File: src/rtl/imm_pkg.sv
// Shared definitions for the immediate-generator pipeline: opcode constants,
// the format code enumeration and parameter legality helpers.
package imm_pkg;

  typedef enum logic [2:0] {
    FMT_NONE = 3'd0,
    FMT_I    = 3'd1,
    FMT_S    = 3'd2,
    FMT_B    = 3'd3,
    FMT_U    = 3'd4,
    FMT_J    = 3'd5
  } imm_fmt_e;

  localparam logic [6:0] OPC_LOAD      = 7'b0000011;
  localparam logic [6:0] OPC_OP_IMM    = 7'b0010011;
  localparam logic [6:0] OPC_JALR      = 7'b1100111;
  localparam logic [6:0] OPC_SYSTEM    = 7'b1110011;
  localparam logic [6:0] OPC_OP_IMM_32 = 7'b0011011;
  localparam logic [6:0] OPC_STORE     = 7'b0100011;
  localparam logic [6:0] OPC_BRANCH    = 7'b1100011;
  localparam logic [6:0] OPC_LUI       = 7'b0110111;
  localparam logic [6:0] OPC_AUIPC     = 7'b0010111;
  localparam logic [6:0] OPC_JAL       = 7'b1101111;

  function automatic bit xlen_legal(input int xlen);
    return (xlen == 32'sd32) || (xlen == 32'sd64);
  endfunction

  function automatic bit depth_legal(input int depth);
    return (depth >= 32'sd1) && (depth <= 32'sd4);
  endfunction

endpackage

File: src/rtl/imm_extract.sv
// Combinational opcode decode and immediate assembly, sign-extended from
// instr[31] to XLEN bits.
module imm_extract
  import imm_pkg::*;
#(
  parameter int XLEN = 32
) (
  input  logic [31:0]     i_instr,
  output logic [XLEN-1:0] o_imm,
  output imm_fmt_e        o_fmt
);

  logic [31:0] imm32_s;

  // Decode the format and build a 32-bit sign-extended immediate.
  always_comb begin
    o_fmt   = FMT_NONE;
    imm32_s = 32'd0;
    case (i_instr[6:0])
      OPC_LOAD, OPC_OP_IMM, OPC_JALR, OPC_SYSTEM: begin
        o_fmt   = FMT_I;
        imm32_s = {{20{i_instr[31]}}, i_instr[31:20]};
      end
      OPC_OP_IMM_32: begin
        // the W-form immediates only exist on RV64
        if (XLEN == 32'sd64) begin
          o_fmt   = FMT_I;
          imm32_s = {{20{i_instr[31]}}, i_instr[31:20]};
        end else begin
          o_fmt   = FMT_NONE;
          imm32_s = 32'd0;
        end
      end
      OPC_STORE: begin
        o_fmt   = FMT_S;
        imm32_s = {{20{i_instr[31]}}, i_instr[31:25], i_instr[11:7]};
      end
      OPC_BRANCH: begin
        o_fmt   = FMT_B;
        imm32_s = {{19{i_instr[31]}}, i_instr[31], i_instr[7], i_instr[30:25], i_instr[11:8], 1'b0};
      end
      OPC_LUI, OPC_AUIPC: begin
        o_fmt   = FMT_U;
        imm32_s = {i_instr[31:12], 12'd0};
      end
      OPC_JAL: begin
        o_fmt   = FMT_J;
        imm32_s = {{11{i_instr[31]}}, i_instr[31], i_instr[19:12], i_instr[20], i_instr[30:21], 1'b0};
      end
      default: begin
        o_fmt   = FMT_NONE;
        imm32_s = 32'd0;
      end
    endcase
  end

  assign o_imm = XLEN'($signed(imm32_s));

endmodule

File: src/rtl/imm_gen_pipe.sv
// Immediate generator: decode at the input, then a DEPTH-stage elastic
// register pipeline with valid/ready handshakes on both sides and a flush.
module imm_gen_pipe
  import imm_pkg::*;
#(
  parameter int XLEN  = 32,
  parameter int DEPTH = 2
) (
  input  logic            i_clk,
  input  logic            i_rst_n,
  input  logic            i_flush,
  input  logic            i_valid,
  output logic            o_ready,
  input  logic [31:0]     i_instr,
  output logic            o_valid,
  input  logic            i_ready,
  output logic [XLEN-1:0] o_imm,
  output logic [2:0]      o_fmt
);

  if (!xlen_legal(XLEN) || !depth_legal(DEPTH)) begin : g_bad_param
    $error("imm_gen_pipe: XLEN must be 32 or 64 and DEPTH 1..4");
  end

  logic [XLEN-1:0] ext_imm_s;
  imm_fmt_e        ext_fmt_s;
  logic            accept_s;
  logic [DEPTH-1:0] load_s;
  logic [DEPTH-1:0] vld_q, vld_d;
  logic [XLEN-1:0]  imm_q [DEPTH];
  logic [XLEN-1:0]  imm_d [DEPTH];
  imm_fmt_e         fmt_q [DEPTH];
  imm_fmt_e         fmt_d [DEPTH];

  imm_extract #(.XLEN(XLEN)) u_extract (
    .i_instr (i_instr),
    .o_imm   (ext_imm_s),
    .o_fmt   (ext_fmt_s)
  );

  // A stage may load when it is empty or its successor loads this cycle.
  always_comb begin
    logic chain;
    load_s = '0;
    chain  = !vld_q[DEPTH-1] || i_ready;
    load_s[DEPTH-1] = chain;
    for (int k = DEPTH - 2; k >= 0; k--) begin
      chain     = !vld_q[k] || chain;
      load_s[k] = chain;
    end
  end

  assign o_ready  = !i_flush && load_s[0];
  assign accept_s = i_valid && o_ready;

  // Next-state for every stage; flush wins over any movement.
  always_comb begin
    vld_d = vld_q;
    imm_d = imm_q;
    fmt_d = fmt_q;
    if (i_flush) begin
      vld_d = '0;
    end else begin
      if (load_s[0]) begin
        vld_d[0] = accept_s;
        imm_d[0] = ext_imm_s;
        fmt_d[0] = ext_fmt_s;
      end else begin
        vld_d[0] = vld_q[0];
      end
      for (int k = 1; k < DEPTH; k++) begin
        if (load_s[k]) begin
          vld_d[k] = vld_q[k-1];
          imm_d[k] = imm_q[k-1];
          fmt_d[k] = fmt_q[k-1];
        end else begin
          vld_d[k] = vld_q[k];
        end
      end
    end
  end

  // Stage registers; reset clears data too so outputs read zero/NONE.
  always_ff @(posedge i_clk or negedge i_rst_n) begin
    if (!i_rst_n) begin
      vld_q <= '0;
      for (int k = 0; k < DEPTH; k++) begin
        imm_q[k] <= '0;
        fmt_q[k] <= FMT_NONE;
      end
    end else begin
      vld_q <= vld_d;
      imm_q <= imm_d;
      fmt_q <= fmt_d;
    end
  end

  assign o_valid = vld_q[DEPTH-1];
  assign o_imm   = imm_q[DEPTH-1];
  assign o_fmt   = fmt_q[DEPTH-1];

endmodule

File: config.mk
export PLATFORM = sky130hd
export DESIGN_NAME = imm_gen_pipe
export DESIGN_NICKNAME = d
export VERILOG_FILES = /design/src/rtl/imm_pkg.sv /design/src/rtl/imm_extract.sv /design/src/rtl/imm_gen_pipe.sv
export SDC_FILE = /design/constraint.sdc
export NUM_CORES = 1
export LEC_CHECK = 0
export CAP_MARGIN = 10
export CELL_PAD_IN_SITES_DETAIL_PLACEMENT = 0
export CELL_PAD_IN_SITES_GLOBAL_PLACEMENT = 1
export CORE_MARGIN = 8
export CORE_UTILIZATION = 43
export DETAILED_ROUTE_END_ITERATION = 10
export HOLD_SLACK_MARGIN = 0.06
export PLACE_DENSITY = 0.85
export SKIP_CTS_REPAIR_TIMING = 1
export SYNTH_ARGS = -nofsm -noshare
export SYNTH_HDL_FRONTEND = slang
export SYNTH_SLANG_ARGS = --single-unit
export TNS_END_PERCENT = 1
File: constraint.sdc
create_clock -name i_clk -period 3.9 [get_ports i_clk]
set_input_delay 0.39 -clock i_clk [delete_from_list [all_inputs] [get_ports i_clk]]
set_output_delay 0.39 -clock i_clk [all_outputs]
set_load 0.005 [all_outputs]
# After elaboration in Yosys (flattened, before gate mapping)
# Index checks and enable logic that the tools add are counted.
# word_totals
in_bits,37
output_inout_bits,37
ff_bits,72
wordCells,34
# op_classes
n_reduce_logical,13
muxes,5
bitwise_logic,1
eq_ne,9
# op_table
cell,count
$pmux W32 S5,1
$eq A7 B7 Y1 const B,4
$pmux W3 S5,1
$eq A7 B5 Y1 const B,2
$eq A7 B6 Y1 const B,2
$eq A7 B2 Y1 const B,1
$reduce_and A2 Y1,2
$reduce_bool A2 Y1,2
$reduce_or A4 Y1,1
$logic_not A1 Y1,3
$logic_and A1 B1 Y1,2
$logic_or A1 B1 Y1,2
$mux W1,2
$mux W2,1
$reduce_or A2 Y1,1
$not A1 Y1,1

# Depth between registers and ports, before layout
# depth
word_depth,7
mapped_depth,8

# Hierarchy
# A second synthesis with hierarchy kept.
# hier_totals
hier_cells,298
area_unflattened_um2,3777.4
# by_module_without_submodules
mod,area_per_inst_um2,seq_area_each_um2,cells_each,instances
imm_gen_pipe,3099.2,1801.7,191,1
imm_extract,678.2,0.0,107,1

# Least setup slack after synthesis
# OpenSTA, ideal clock, no wires.
# synth_path
path_kind,input to output
from,in i_ready
to,out o_ready
n_path_buf,3
setup_slack_ns,2.250
stages,6
arrival_time_ns,1.260
cell_sequence,and3b_1 or2_1 buf_2 inv_1 buf_4 buf_2
# synth_between
elab_chain_len,3
# synth_lines
element,line_no,source
start: declaration,imm_gen_pipe.sv:16,"input logic i_ready,"
$logic_or A1 B1 Y1,imm_gen_pipe.sv:45,chain = !vld_q[DEPTH-1] || i_ready;
$logic_or A1 B1 Y1,imm_gen_pipe.sv:48,chain = !vld_q[k] || chain;
$logic_and A1 B1 Y1,imm_gen_pipe.sv:53,assign o_ready = !i_flush && load_s[0];
end: declaration,imm_gen_pipe.sv:13,"output logic o_ready,"
# Every way passes these cells.

# Worst setup path in the final report
# Ends and elaborated chain as after synthesis.

==> results.json <==
{
  "crit_arrival_ns": 2.38,
  "intPower_w": 0.00126,
  "path_cells": "clkdlybuf4s50_1, and3b_1, or2_1, inv_1, buf_4, clkdlybuf4s50_1",
  "clockPowerShare": 0.392,
  "post-route-drc-count": 0,
  "cap_violations": 0,
  "vias": 2163,
  "portBuffers": 73,
  "ys_types": 39,
  "htreeDepth": 3,
  "cellLeakagePower_nw": 1.84,
  "cpPeakStageDelay_ns": 0.55,
  "initial_core_util": 0.434,
  "syn_area_sq_um": 3290,
  "power.total_w": 0.00165,
  "rsz0062_at_grt": "false",
  "worst_setup_path_end_kind": "primary output",
  "combPwrFrac": 0.121,
  "hpwl_um": 5060,
  "slew_violations": 0,
  "grt_first_pass_wirelength_um": 11500,
  "track_usage": 0.143,
  "worst_pin_slew_ns": 0.997,
  "syn_avg_cell_area_sq_um": 12.0,
  "min_period_over_period": 0.709,
  "ys_ff_latch": 72,
  "clock_latency_ns": 0.35,
  "synth_cells": 273,
  "antenna_cells": 0,
  "run_status": "finished clean",
  "clk_pin_slew_worst_paths_ns": 0.07,
  "synth-edff-count": 0,
  "crit_path_frequent_cell": "clkdlybuf4s50_1",
  "seq_area_sq_um": 1800,
  "io_pins": 74,
  "num_rows": 32,
  "die_h_um": 103,
  "antenna_found_initial": 0,
  "cp_slowest_cell": "clkdlybuf4s50_1",
  "synth.most_common_cell": "dfrtp_1",
  "root_buffer": "clkbuf_8",
  "fin_tns_setup_ns": 0,
  "drt_first_iter_violations": 113,
  "cts_tree": "done",
  "max-vdd-ir-drop_uv": 266,
  "setup_viol": 0,
  "die_area_sq_um": 10700,
  "layout-drive-gt1-share": 0.200,
  "clockBufferDepth": 2,
  "grt_max_degree": 73,
  "multiInputGateArea_sq_um": 1140,
  "worstSetupPathType": "input pin to primary output",
  "swShare": 0.239,
  "fin_crit_ns": 2.77,
  "switchingPower_w": 0.000394,
  "cts_made_buffers": 9,
  "fin_skew_ns": 0.00580,
  "synth_top_area_share": 0.548,
  "max_freq_ghz": 0.362,
  "async_reset_ff_frac": 1.00,
  "clock-sinks": 72,
  "fillers": 653,
  "yosysSeqAreaShare": 0.548,
  "ys_top_cells_by_count": "dfrtp_1 (72), buf_4 (37), mux2_2 (36)",
  "min_path_type": "input pin to async pin",
  "ys_warn_count": 0,
  "synth_nets": 310,
  "maxSlewHeadroom": 0.334,
  "core_sq_um": 7570,
  "fin_nets": 347,
  "p_seq_frac": 0.487,
  "vias_per_cell": 5.19,
  "crit_required_ns": 3.51,
  "synth-main-ff-cell": "dfrtp_1",
  "routed_wirelength_um": 7060,
  "gp_congestion": 0.866,
  "grt.overflow.total": 0,
  "syn2layout_area_growth_pct": 23.1,
  "hold_viol": 0,
  "synth_top_area_cell": "dfrtp_1",
  "critPathMaxFanout": 21,
  "first_pass_iters": 6,
  "worstSetupStartpointType": "input pin",
  "grt_pass1_vias": 2245,
  "synthTopCellsByArea": "dfrtp_1 (55%), mux2_2 (12%), buf_4 (8.5%)",
  "p_per_area_nw_per_um2": 409,
  "ant_nets": 0,
  "wl_per_cell_um": 16.9,
  "die_w_um": 103
}
-- layout by cell type, fill, tap and decap left out, types with 2 or more instances in the layout --
cell type / n
nand4_1: 2
nor2_1: 16
nand3b_1: 2
buf_4: 3
dfrtp_1: 72
clkbuf_8: 9
a221o_1: 15
clkdlybuf4s50_1: 72
and3b_1: 3
nand2b_1: 3
o21ai_0: 3
mux2_2: 36
nand2_1: 22
a32oi_1: 2
a22oi_1: 2
a22o_1: 6
a21oi_1: 10
and3_1: 6
clkinv_2: 2
clkinvlp_4: 2
inv_1: 3
bufinv_16: 2
-- cell type report --
class                      instances  area share
inverter                           3     0.00278
sequential                        72       0.445
multi-input combinational        148       0.281
tap                              102      0.0315
clock inverter                     7      0.0232
clock buffer                       9      0.0306
timing repair buffer              76       0.185
-- flip-flops by register name, summed over array words and instances, names as in the netlist --
| name | flops |
|---|---|
| o_fmt | 3 |
| vld_q | 2 |
| o_imm | 32 |
| fmt_q | 3 |
| imm_q | 32 |
-- final timing paths --
check / startpoint / endpoint / slack (ns) / depth (start not counted)
worst max register to register: vld_q[1]$_DFFE_PN0P_ / imm_q[55]$_DFFE_PN0N_ / 1.70 / 5
worst min register to register: fmt_q[5]$_DFFE_PN0N_ / fmt_q[5]$_DFFE_PN0N_ / 0.49 / 2
worst max-delay path: i_ready / o_ready / 1.13 / 6
min in group i_clk: fmt_q[5]$_DFFE_PN0N_ / fmt_q[5]$_DFFE_PN0N_ / 0.49 / 2
max in group asynchronous: i_rst_n / imm_q[41]$_DFFE_PN0N_ / 3.18 / 1
worst min-delay path: i_rst_n / o_imm[24]$_DFFE_PN0P_ / 0.17 / 1
-- power by group through the flow --
stage          logic [W]  registers [W]  clock network (W)
2_1_floorplan   0.000113       0.000813                  0
3_3_place_gp    0.000200       0.000818                  0
3_5_place_dp    0.000203       0.000821                  0
4_1_cts         0.000204       0.000806           0.000660
5_1_grt         0.000219       0.000810           0.000696
6_report        0.000200       0.000805           0.000648
-- worst max-delay path, delay by kind of cell --
kind / cells / cell delay, ns
simple gates: 2 / 0.59
buf+inv: 4 / 1.38
-- cell families after synthesis --
family	after synthesis	synth area share
compound gates	46	0.115
buf+inv	53	0.107
flops	72	0.548
mux	37	0.126
simple gates	65	0.103
-- routing by layer --
| metal | track usage | vias up | part of all wire |
|---|---|---|---|
| li1 | - | 1015 | - |
| met1 | 0.180 | 1077 | 0.44 |
| met2 | 0.222 | 61 | 0.48 |
| met3 | 0.0368 | 10 | 0.060 |
| met4 | 0.0723 | 0 | 0.021 |
| met5 | 0 | - | 0 |
-- per-stage QoR --
step           hold slack [ns]   util  cells  area (sq um)  setup slack, ns
4_1_cts                  0.194  0.534    416          4040             1.12
3_5_place_dp             0.473  0.505    400          3820             1.13
6_report                 0.166  0.535    417          4050             1.13
3_3_place_gp             0.457  0.505    400          3820             1.14
2_1_floorplan           0.0944      -    273          3290             2.25
5_1_grt                  0.238  0.535    417          4050             1.01
(Power assumes the default switching activity.)
